==> config.mk <==
export PLATFORM = sky130hd
export DESIGN_NAME = block_palette_unit_flat
export DESIGN_NICKNAME = d
export VERILOG_FILES = /design/src/rtl/block_palette_unit_pkg.sv /design/src/rtl/block_palette_unit_if.sv /design/src/rtl/block_palette_unit_blink_timer.sv /design/src/rtl/block_palette_unit.sv /design/src/flat_wrapper.sv
export SDC_FILE = /design/constraint.sdc
export NUM_CORES = 1
export LEC_CHECK = 0
export ABC_CLOCK_PERIOD_IN_PS = 4300
export CORE_ASPECT_RATIO = 0.8
export CORE_UTILIZATION = 40
export CTS_BUF_LIST = sky130_fd_sc_hd__clkbuf_8
export DETAILED_ROUTE_END_ITERATION = 10
export PLACE_DENSITY_LB_ADDON = 0.12
export SLEW_MARGIN = 20
export SYNTH_ARGS = -nofsm -noshare
export SYNTH_HDL_FRONTEND = slang
export SYNTH_HIERARCHICAL = 1
export SYNTH_SLANG_ARGS = --single-unit
==> constraint.sdc <==
create_clock -name CLK -period 4.3 [get_ports CLK]
set_input_delay 0.86 -clock CLK [delete_from_list [all_inputs] [get_ports CLK]]
set_output_delay 0.86 -clock CLK [all_outputs]
set_load 0.03 [all_outputs]
==> src/rtl/block_palette_unit_pkg.sv <==
// -----------------------------------------------------------------------------
// block_palette_unit_pkg
// Shared definitions for the block palette unit:
//   - block colour codes (PINK..ROSE) and their encoding width
//   - the default RGB value of every colour code (12-bit, 4 bits per channel)
//   - the default-palette table loaded into the palette on reset
// -----------------------------------------------------------------------------
package block_palette_unit_pkg;

    localparam int COLOR_ENCODE_LENGTH = 3;
    localparam int RGB_LENGTH          = 12;

    typedef enum logic [COLOR_ENCODE_LENGTH-1:0] {
        PINK   = 3'd0,
        YELLOW = 3'd1,
        ORANGE = 3'd2,
        CYAN   = 3'd3,
        RED    = 3'd4,
        BLUE   = 3'd5,
        VIOLET = 3'd6,
        ROSE   = 3'd7
    } color_code_e;

    localparam logic [RGB_LENGTH-1:0] PINK_RGB   = 12'hF9C;
    localparam logic [RGB_LENGTH-1:0] YELLOW_RGB = 12'hFF0;
    localparam logic [RGB_LENGTH-1:0] ORANGE_RGB = 12'hF80;
    localparam logic [RGB_LENGTH-1:0] CYAN_RGB   = 12'h0FF;
    localparam logic [RGB_LENGTH-1:0] RED_RGB    = 12'hF00;
    localparam logic [RGB_LENGTH-1:0] BLUE_RGB   = 12'h00F;
    localparam logic [RGB_LENGTH-1:0] VIOLET_RGB = 12'h80F;
    localparam logic [RGB_LENGTH-1:0] ROSE_RGB   = 12'hF08;

    // Reset image of the palette, in colour-code order.
    localparam logic [RGB_LENGTH-1:0] DEFAULT_PALETTE [0:7] = '{
        PINK_RGB, YELLOW_RGB, ORANGE_RGB, CYAN_RGB,
        RED_RGB,  BLUE_RGB,   VIOLET_RGB, ROSE_RGB
    };

    // Default value of palette entry idx; entries past the named colours are ROSE.
    function automatic logic [RGB_LENGTH-1:0] default_rgb(input int unsigned idx);
        logic [2:0] code;
        code = idx[2:0];
        if (idx < 32'd8)
            return DEFAULT_PALETTE[code];
        else
            return ROSE_RGB;
    endfunction

endpackage

==> src/rtl/block_palette_unit_if.sv <==
// -----------------------------------------------------------------------------
// block_palette_unit_if
// Palette write port, lookup request and RGB result of the block palette unit.
//   WR_EN/WR_ADDR/WR_DATA   palette write strobe, entry, value
//   IN_VALID/COLOR          lookup request and colour index
//   BLINK/DIM               per-pixel effect selects
//   OUT_VALID/RGB           lookup result
//   BLINK_PHASE             current blink phase (1 = blanked half)
// master: pixel-fetch side (drives requests); slave: the palette unit.
// -----------------------------------------------------------------------------
interface block_palette_unit_if #(
    parameter int COLOR_W = 3,
    parameter int RGB_W   = 12
);
    logic               WR_EN;
    logic [COLOR_W-1:0] WR_ADDR;
    logic [RGB_W-1:0]   WR_DATA;
    logic               IN_VALID;
    logic [COLOR_W-1:0] COLOR;
    logic               BLINK;
    logic               DIM;
    logic               OUT_VALID;
    logic [RGB_W-1:0]   RGB;
    logic               BLINK_PHASE;

    modport master (
        output WR_EN, WR_ADDR, WR_DATA, IN_VALID, COLOR, BLINK, DIM,
        input  OUT_VALID, RGB, BLINK_PHASE
    );

    modport slave (
        input  WR_EN, WR_ADDR, WR_DATA, IN_VALID, COLOR, BLINK, DIM,
        output OUT_VALID, RGB, BLINK_PHASE
    );
endinterface

==> src/rtl/block_palette_unit_blink_timer.sv <==
// -----------------------------------------------------------------------------
// block_blink_timer
// Free-running counter 0..BLINK_DIV-1; the blink phase toggles on the same
// edge at which the counter wraps to 0.
//   CLK          pixel clock
//   RST          asynchronous, active-high reset (counter=0, phase=0)
//   BLINK_PHASE  current blink phase (1 = blanked half)
// -----------------------------------------------------------------------------
module block_blink_timer #(
    parameter int BLINK_DIV = 25000000
) (
    input  logic CLK,
    input  logic RST,
    output logic BLINK_PHASE
);

    localparam int CNT_W = (BLINK_DIV > 1) ? $clog2(BLINK_DIV) : 1;
    localparam logic [CNT_W-1:0] CNT_LAST = CNT_W'(BLINK_DIV - 1);

    logic [CNT_W-1:0] cnt;

    always_ff @(posedge CLK or posedge RST) begin
        if (RST) begin
            cnt         <= '0;
            BLINK_PHASE <= 1'b0;
        end else if (cnt == CNT_LAST) begin
            cnt         <= '0;
            BLINK_PHASE <= ~BLINK_PHASE;
        end else begin
            cnt         <= cnt + 1'b1;
        end
    end

endmodule

==> src/rtl/block_palette_unit.sv <==
// -----------------------------------------------------------------------------
// block_palette_unit
// Writable RGB palette indexed by block colour code, with a 2-stage lookup
// pipeline applying per-pixel blink and dim effects.
//   CLK   pixel clock
//   RST   asynchronous, active-high reset: clears the pipeline and blink
//         timer and reloads the default palette
//   bus   slave side of block_palette_unit_if (write port, lookup request,
//         RGB result, blink phase)
// Indices >= PAL_DEPTH (lookup or write) alias to entry PAL_DEPTH-1.
// -----------------------------------------------------------------------------
module block_palette_unit
    import block_palette_unit_pkg::*;
#(
    parameter int COLOR_W   = 3,
    parameter int RGB_W     = 12,
    parameter int PAL_DEPTH = 8,
    parameter int BLINK_DIV = 25000000
) (
    input  logic              CLK,
    input  logic              RST,
    block_palette_unit_if.slave bus
);

    localparam int IDX_W = (PAL_DEPTH > 1) ? $clog2(PAL_DEPTH) : 1;
    localparam int CH_W  = RGB_W / 3;

    logic [RGB_W-1:0] pal [PAL_DEPTH];

    logic [IDX_W-1:0] wr_idx;
    logic [IDX_W-1:0] rd_idx;
    logic [RGB_W-1:0] rd_entry;
    logic             blink_phase;

    logic             vld_p1;
    logic             blink_p1;
    logic             dim_p1;
    logic [RGB_W-1:0] entry_p1;

    logic             vld_p2;
    logic [RGB_W-1:0] rgb_p2;

    function automatic logic [IDX_W-1:0] map_idx(input logic [COLOR_W-1:0] idx);
        if (32'(idx) >= 32'(PAL_DEPTH))
            return IDX_W'(PAL_DEPTH - 1);
        else
            return IDX_W'(idx);
    endfunction

    // Halve every channel on its own: shift the whole word, then clear each
    // channel MSB so no bit leaks in from the neighbouring channel.
    function automatic logic [RGB_W-1:0] dim_half(input logic [RGB_W-1:0] e);
        logic [RGB_W-1:0] keep;
        keep = '1;
        for (int c = 0; c < 3; c++)
            keep[c*CH_W + CH_W - 1] = 1'b0;
        return (e >> 1) & keep;
    endfunction

    function automatic logic [RGB_W-1:0] apply_effect(
        input logic [RGB_W-1:0] e,
        input logic             blink,
        input logic             dim,
        input logic             phase
    );
        if (blink && phase)
            return '0;
        else if (dim)
            return dim_half(e);
        else
            return e;
    endfunction

    assign wr_idx = map_idx(bus.WR_ADDR);
    assign rd_idx = map_idx(bus.COLOR);

    // Same-cycle write to the entry being read forwards the new value.
    assign rd_entry = (bus.WR_EN && (wr_idx == rd_idx)) ? bus.WR_DATA : pal[rd_idx];

    always_ff @(posedge CLK or posedge RST) begin
        if (RST) begin
            for (int i = 0; i < PAL_DEPTH; i++)
                pal[i] <= RGB_W'(default_rgb(i));
        end else if (bus.WR_EN) begin
            pal[wr_idx] <= bus.WR_DATA;
        end
    end

    block_blink_timer #(
        .BLINK_DIV (BLINK_DIV)
    ) u_blink_timer (
        .CLK         (CLK),
        .RST         (RST),
        .BLINK_PHASE (blink_phase)
    );

    always_ff @(posedge CLK or posedge RST) begin
        if (RST) begin
            vld_p1   <= 1'b0;
            blink_p1 <= 1'b0;
            dim_p1   <= 1'b0;
            entry_p1 <= '0;
            vld_p2   <= 1'b0;
            rgb_p2   <= '0;
        end else begin
            // Stage 1: request flags and palette read
            vld_p1   <= bus.IN_VALID;
            blink_p1 <= bus.BLINK;
            dim_p1   <= bus.DIM;
            entry_p1 <= rd_entry;
            // Stage 2: effects with the phase registered before this edge
            vld_p2   <= vld_p1;
            if (vld_p1)
                rgb_p2 <= apply_effect(entry_p1, blink_p1, dim_p1, blink_phase);
        end
    end

    assign bus.OUT_VALID   = vld_p2;
    assign bus.RGB         = rgb_p2;
    assign bus.BLINK_PHASE = blink_phase;

endmodule
==> src/flat_wrapper.sv <==
// flat-port wrapper written by rule: the top's interface ports become plain ports
module block_palette_unit_flat import block_palette_unit_pkg::*;
#(
    parameter int COLOR_W   = 3,
    parameter int RGB_W     = 12,
    parameter int PAL_DEPTH = 8,
    parameter int BLINK_DIV = 25000000
)
  (CLK, RST, bus_WR_EN, bus_WR_ADDR, bus_WR_DATA, bus_IN_VALID, bus_COLOR, bus_BLINK, bus_DIM, bus_OUT_VALID, bus_RGB, bus_BLINK_PHASE);
  block_palette_unit_if #(.COLOR_W(COLOR_W), .RGB_W(RGB_W)) bus_i ();
  input  logic CLK;
  input  logic RST;
  input wire logic [$bits(bus_i.WR_EN)-1:0] bus_WR_EN;
  input wire logic [$bits(bus_i.WR_ADDR)-1:0] bus_WR_ADDR;
  input wire logic [$bits(bus_i.WR_DATA)-1:0] bus_WR_DATA;
  input wire logic [$bits(bus_i.IN_VALID)-1:0] bus_IN_VALID;
  input wire logic [$bits(bus_i.COLOR)-1:0] bus_COLOR;
  input wire logic [$bits(bus_i.BLINK)-1:0] bus_BLINK;
  input wire logic [$bits(bus_i.DIM)-1:0] bus_DIM;
  output wire logic [$bits(bus_i.OUT_VALID)-1:0] bus_OUT_VALID;
  output wire logic [$bits(bus_i.RGB)-1:0] bus_RGB;
  output wire logic [$bits(bus_i.BLINK_PHASE)-1:0] bus_BLINK_PHASE;
  assign bus_i.WR_EN = bus_WR_EN;
  assign bus_i.WR_ADDR = bus_WR_ADDR;
  assign bus_i.WR_DATA = bus_WR_DATA;
  assign bus_i.IN_VALID = bus_IN_VALID;
  assign bus_i.COLOR = bus_COLOR;
  assign bus_i.BLINK = bus_BLINK;
  assign bus_i.DIM = bus_DIM;
  assign bus_OUT_VALID = bus_i.OUT_VALID;
  assign bus_RGB = bus_i.RGB;
  assign bus_BLINK_PHASE = bus_i.BLINK_PHASE;
  block_palette_unit #(.COLOR_W(COLOR_W), .RGB_W(RGB_W), .PAL_DEPTH(PAL_DEPTH), .BLINK_DIV(BLINK_DIV)) u_core (.CLK(CLK), .RST(RST), .bus(bus_i));
endmodule
After elaboration in Yosys (flattened, before gate mapping)
Cells that the tools add are included.
{ "word_totals": {"ff_bits": 150, "inputBits": 24, "out_inout_bits": 14, "elab_cells": 38} }
{ "op_classes": {"addsub": 1, "order_cmp": 3, "eq_ne": 2, "muxes": 10, "bitwise": 3, "n_reduce_logical": 3} }
{ "ops": {"columns": ["cell", "count"], "rows": [
  ["96-bit bitwise mux", 1],
  ["12-bit 2-to-1 mux", 6],
  ["12-bit binary-select mux with 3-bit select", 1],
  ["12-bit demux with 3-bit select", 1],
  ["25-bit by 1-bit adder with 25-bit output, second input constant", 1],
  ["25-bit equality test, second input constant", 1],
  ["25-bit 2-to-1 mux", 1],
  ["4-bit greater-or-equal comparator, second input constant", 2],
  ["3-bit inverter with 4-bit output", 2],
  ["4-bit by 1-bit < comparator with 1-bit output, second input constant", 1],
  ["3-bit equality test", 1],
  ["1-bit logical AND", 3],
  ["1-bit inverter", 1]
]} }

Longest topological paths before layout
{ "logic_depth": {"depth_word": 6, "mapped_depth": 7, "depth_no_buf": 5} }

Hierarchy
The synthesis kept the hierarchy.
{ "modules_own_cells": {"columns": ["mod", "instances", "cells_per_inst", "area_per_inst_um2", "seq_area_each_um2"], "rows": [
  ["block_palette_unit", 1, 328, 5559.1, 3161.8],
  ["block_blink_timer", 1, 128, 1313.8, 650.6]
]} }

Worst setup path before layout
OpenSTA, ideal clock, no wires.
{ "synth_path": {"kind": "in2reg", "from": "input port bus_COLOR[1]", "to": "register u_core.entry_p1[0]", "setup_ns": 0.125, "arrival_ns": 2.240, "t_required_ns": 4.175, "setup_slack_ns": 1.935, "stages": 5, "path_buffers": 2, "path_cell_list": "buf_2 clkbuf_1 mux4_2 mux2_2 mux2_4"} }
{ "synth_via": {"elab_chain_cells": 5, "elab_cells_between_ends": 7, "cone_classes": "eq/ne (1); mux (4); bitwise (1); reduce/logical (1)"} }
{ "synth_rtl": {"columns": ["element", "line_no", "text"], "rows": [
  ["from (decl)", "flat_wrapper.sv:17", "input wire logic [$bits(bus_i.COLOR)-1:0] bus_COLOR;"],
  ["3-bit inverter with 4-bit output (not written as such)", "block_palette_unit.sv:78", "assign rd_entry = (bus.WR_EN && (wr_idx == rd_idx)) ? bus.WR_DATA : pal[rd_idx];"],
  ["12-bit binary-select mux with 3-bit select", "block_palette_unit.sv:78", null],
  ["12-bit 2-to-1 mux (not written as such) (2 in series)", "block_palette_unit.sv:78", null],
  ["12-bit 2-to-1 mux *", "block_palette_unit.sv:78", null],
  ["net u_core.rd_entry[0]", "block_palette_unit.sv:32", "logic [RGB_W-1:0] rd_entry;"],
  ["to (signal assigned)", "block_palette_unit.sv:110", "entry_p1 <= rd_entry;"],
  ["to (decl)", "block_palette_unit.sv:38", "logic [RGB_W-1:0] entry_p1;"]
]} }
The timed path passes the listed nets; every way through them passes the cells marked *. The select of a mux whose other input is x is not followed.
A chain may end at the register's enable or synchronous reset.

Final worst setup path
{ "layout_path": {"from": "input port bus_COLOR[0]", "to": "register u_core.entry_p1[11]"} }
The elaborated chain is that of the path after synthesis.

==> qor.yml <==
die:
  die_h_um: 119.2
  start_util_pct: 41.26
  die_area_um2: 17710
  core.rowCount: 42
  fp.dieW_um: 148.6
  core_um2: 16660
  num_io_pins: 38
routing:
  drt_iter0_markers: 191
  drtPass1Iterations: 4
  totalWireLength_um: 13930
  dr_total_vias: 3911
  vias_per_cell: 5.321
  antenna_left: 0
  wire_per_inst_um: 18.95
  drc: 0
final_layout:
  antennaDiodeCount: 0
  nets: 528
  area_growth_pct: 15.51
  final_area_um2: 7939
  drive_gt1_share_pct: 28.35
  fill_cells: 1446
timing:
  finalClockSkew_ns: 0.01138
  max_freq_ghz: 0.3887
  fin_crit_sh_pct: 59.82
  rsz0062_at_grt: "no"
  setup_tns_ns: 0
  worst-slew-pin-transition_ns: 0.9542
  finalHoldViolCount: 0
  post-route-min-period_ns: 2.572
  setup_viol: 0
  layout_setup_ws_ns: 1.728
  drv_slew: 0
  maxSlewHeadroom_pct: 36.00
worst_setup_path:
  startpoint_type: "input pin"
  critPathRequiredTime_ns: 4.62
  path_class: "in -> reg"
  crit_path_max_fanout: 25
  arrival_ns: 2.89
  cp-end-kind: "flop"
yosys:
  post-synth-top-count-cell: "dfrtp_1"
  synth_largest_area_cell: "dfrtp_1"
  ys_top_cells_by_area: "dfrtp_1 38%, dfstp_2 18%, mux2_1 16%, mux4_2 6.2%, mux2_4 2.6%"
  yosys.cell_types.count: 48
  synthFlopType: "dfrtp_1"
  async_reset_ff_share_pct: 100.0
  synth-seq-cells: 150
  synth_common_cells: "103 x dfrtp_1, 96 x mux2_1, 47 x dfstp_2, 19 x mux4_2"
  synth_edf_count: 0
  syn_area_um2: 6873
  ys_seq_area_share_pct: 55.47
  synth_top_cell_area_share_pct: 37.50
  netlist_instances: 456
  synth_warnings: 6
  syn_area_per_cell_um2: 15.07
  synth_fp_nets: 481
placed_design:
  io_buffers: 37
  pre_cts_ws_ns: 1.252
  postPlaceCellArea_um2: 7528
  gp_congestion: 0.7143
  dp_hpwl_um: 9118
grt:
  grt_pass1_wl_um: 23200
  grt.overflow.total: 0
  grt_max_degree: 54
  grt_pass1_vias: 4231
  antenna_found_initial: 0
  grt_use_total_pct: 17.53
clocking:
  ctsHoldBuffers: 0
  clkTransAtPathRegs_ns: 0.08
  cts_sinks: 150
  cts_root_buf: "clkbuf_8"
  post_cts_buffers: 0
  cts_made_buffers: 17
  clk_latency_ns: 0.43
  htreeDepth: 4
  cts_resized: 0
  clockBufferDepth: 2
  cts_tree: "yes"
run:
  drv_cap: 0
outcome:
  status: "finished, final reports clean"
power:
  irDropWorstVdd_mv: 0.1871
  leakage_nw: 3.316
  p_per_area_nw_per_um2: 454.1
min_path:
  min_path_type: "reg -> reg"
-- path summary, 6_finish.rpt --
kind | from | endpoint | slack, ns | cells past startpoint
min in group asynchronous | RST | u_core/vld_p1 | 0.90 | 2
worst min-delay path | u_core/vld_p1 | u_core/bus.OUT_VALID | 0.40 | 0
max in group asynchronous | RST | u_core/pal[3] | 2.57 | 3
worst max-delay path | bus_COLOR[0] | u_core/entry_p1[11] | 1.73 | 5
worst min register to register | u_core/vld_p1 | u_core/bus.OUT_VALID | 0.40 | 0
worst max register to register | u_core/u_blink_timer/cnt[0] | u_core/u_blink_timer/BLINK_PHASE | 2.03 | 5
-- final cells by class --
type	count	area, µm²	share of cell area [%]
Clock inverter	11	135.1	1.702
Multi-Input combinational cell	273	2905	36.60
Tap cell	220	275.3	3.467
Sequential cell	150	3812	48.02
Clock buffer	20	275.3	3.467
Timing Repair Buffer	53	503.0	6.336
Inverter	8	32.53	0.4098
-- metal layers --
metal  track usage, %  up-vias  part of all wire [%]
met2            25.73       65                    44
li1                 -     1791                     -
met3            4.444        5                   3.7
met1            25.72     2050                    52
met5                0        -                     0
met4            4.446        0                  0.68
-- worst max-delay path, cell delays in order --
cell             delay, ns
clkdlybuf4s50_1       0.46
buf_4                 0.42
mux4_1                0.62
mux2_2                0.27
mux2_4                0.25
-- cells by family after synthesis --
group / count (synthesis) / share of synthesized area, %
mux: 154 / 29.91
flops: 150 / 55.47
simple gates: 68 / 6.299
fa+ha+maj: 1 / 0.1820
compound gates: 35 / 3.587
buf+inv: 33 / 2.640
xor+xnor: 15 / 1.912
-- flip-flops by register name, indices dropped and copies added (netlist names) --
| register | count |
|---|---|
| u_core/pal | 96 |
| u_core/u_blink_timer/cnt | 25 |
| u_core/bus.RGB | 12 |
| u_core/entry_p1 | 12 |
| u_core/blink_p1 | 1 |
| u_core/bus.OUT_VALID | 1 |
| u_core/dim_p1 | 1 |
| u_core/u_blink_timer/BLINK_PHASE | 1 |
| u_core/vld_p1 | 1 |
-- where the power goes --
group | total, W | leakage [nW] | switching (W) | internal, W
Sequential | 0.00189 | 1.77 | 0.000146 | 0.00174
Clock | 0.00110 | 0.214 | 0.000493 | 0.000610
Combinational | 0.000614 | 1.33 | 0.000249 | 0.000365
Total | 0.00360 | 3.32 | 0.000888 | 0.00272
-- layout by cell type, fill, tap and decap left out, drive strengths merged, types with 7 or more instances in the layout --
master / synthesis / final
mux2: 120 / 120
dfrtp: 103 / 103
dfstp: 47 / 47
clkdlybuf4s50: 0 / 37
mux4: 24 / 24
clkbuf: 7 / 20
buf: 18 / 16
nand2: 10 / 10
mux2i: 10 / 10
nand3: 10 / 10
inv: 8 / 10
o2bb2ai: 9 / 9
a21oi: 9 / 9
xor2: 8 / 8
xnor2: 7 / 7
nor2: 7 / 7
nand4: 7 / 7
-- per-stage QoR --
step	hold WS, ns	std cells	total power [W]	utilization [%]
after global placement	0.3798	704	0.002514	45.19
after CTS	0.4031	735	0.003656	47.66
after detailed placement	0.3896	704	0.002536	45.19
final	0.4037	735	0.003605	47.66
after floorplan	0.3689	456	0.002314	-
after global routing	0.4352	735	0.003807	47.66
(Power assumes the default switching activity.)
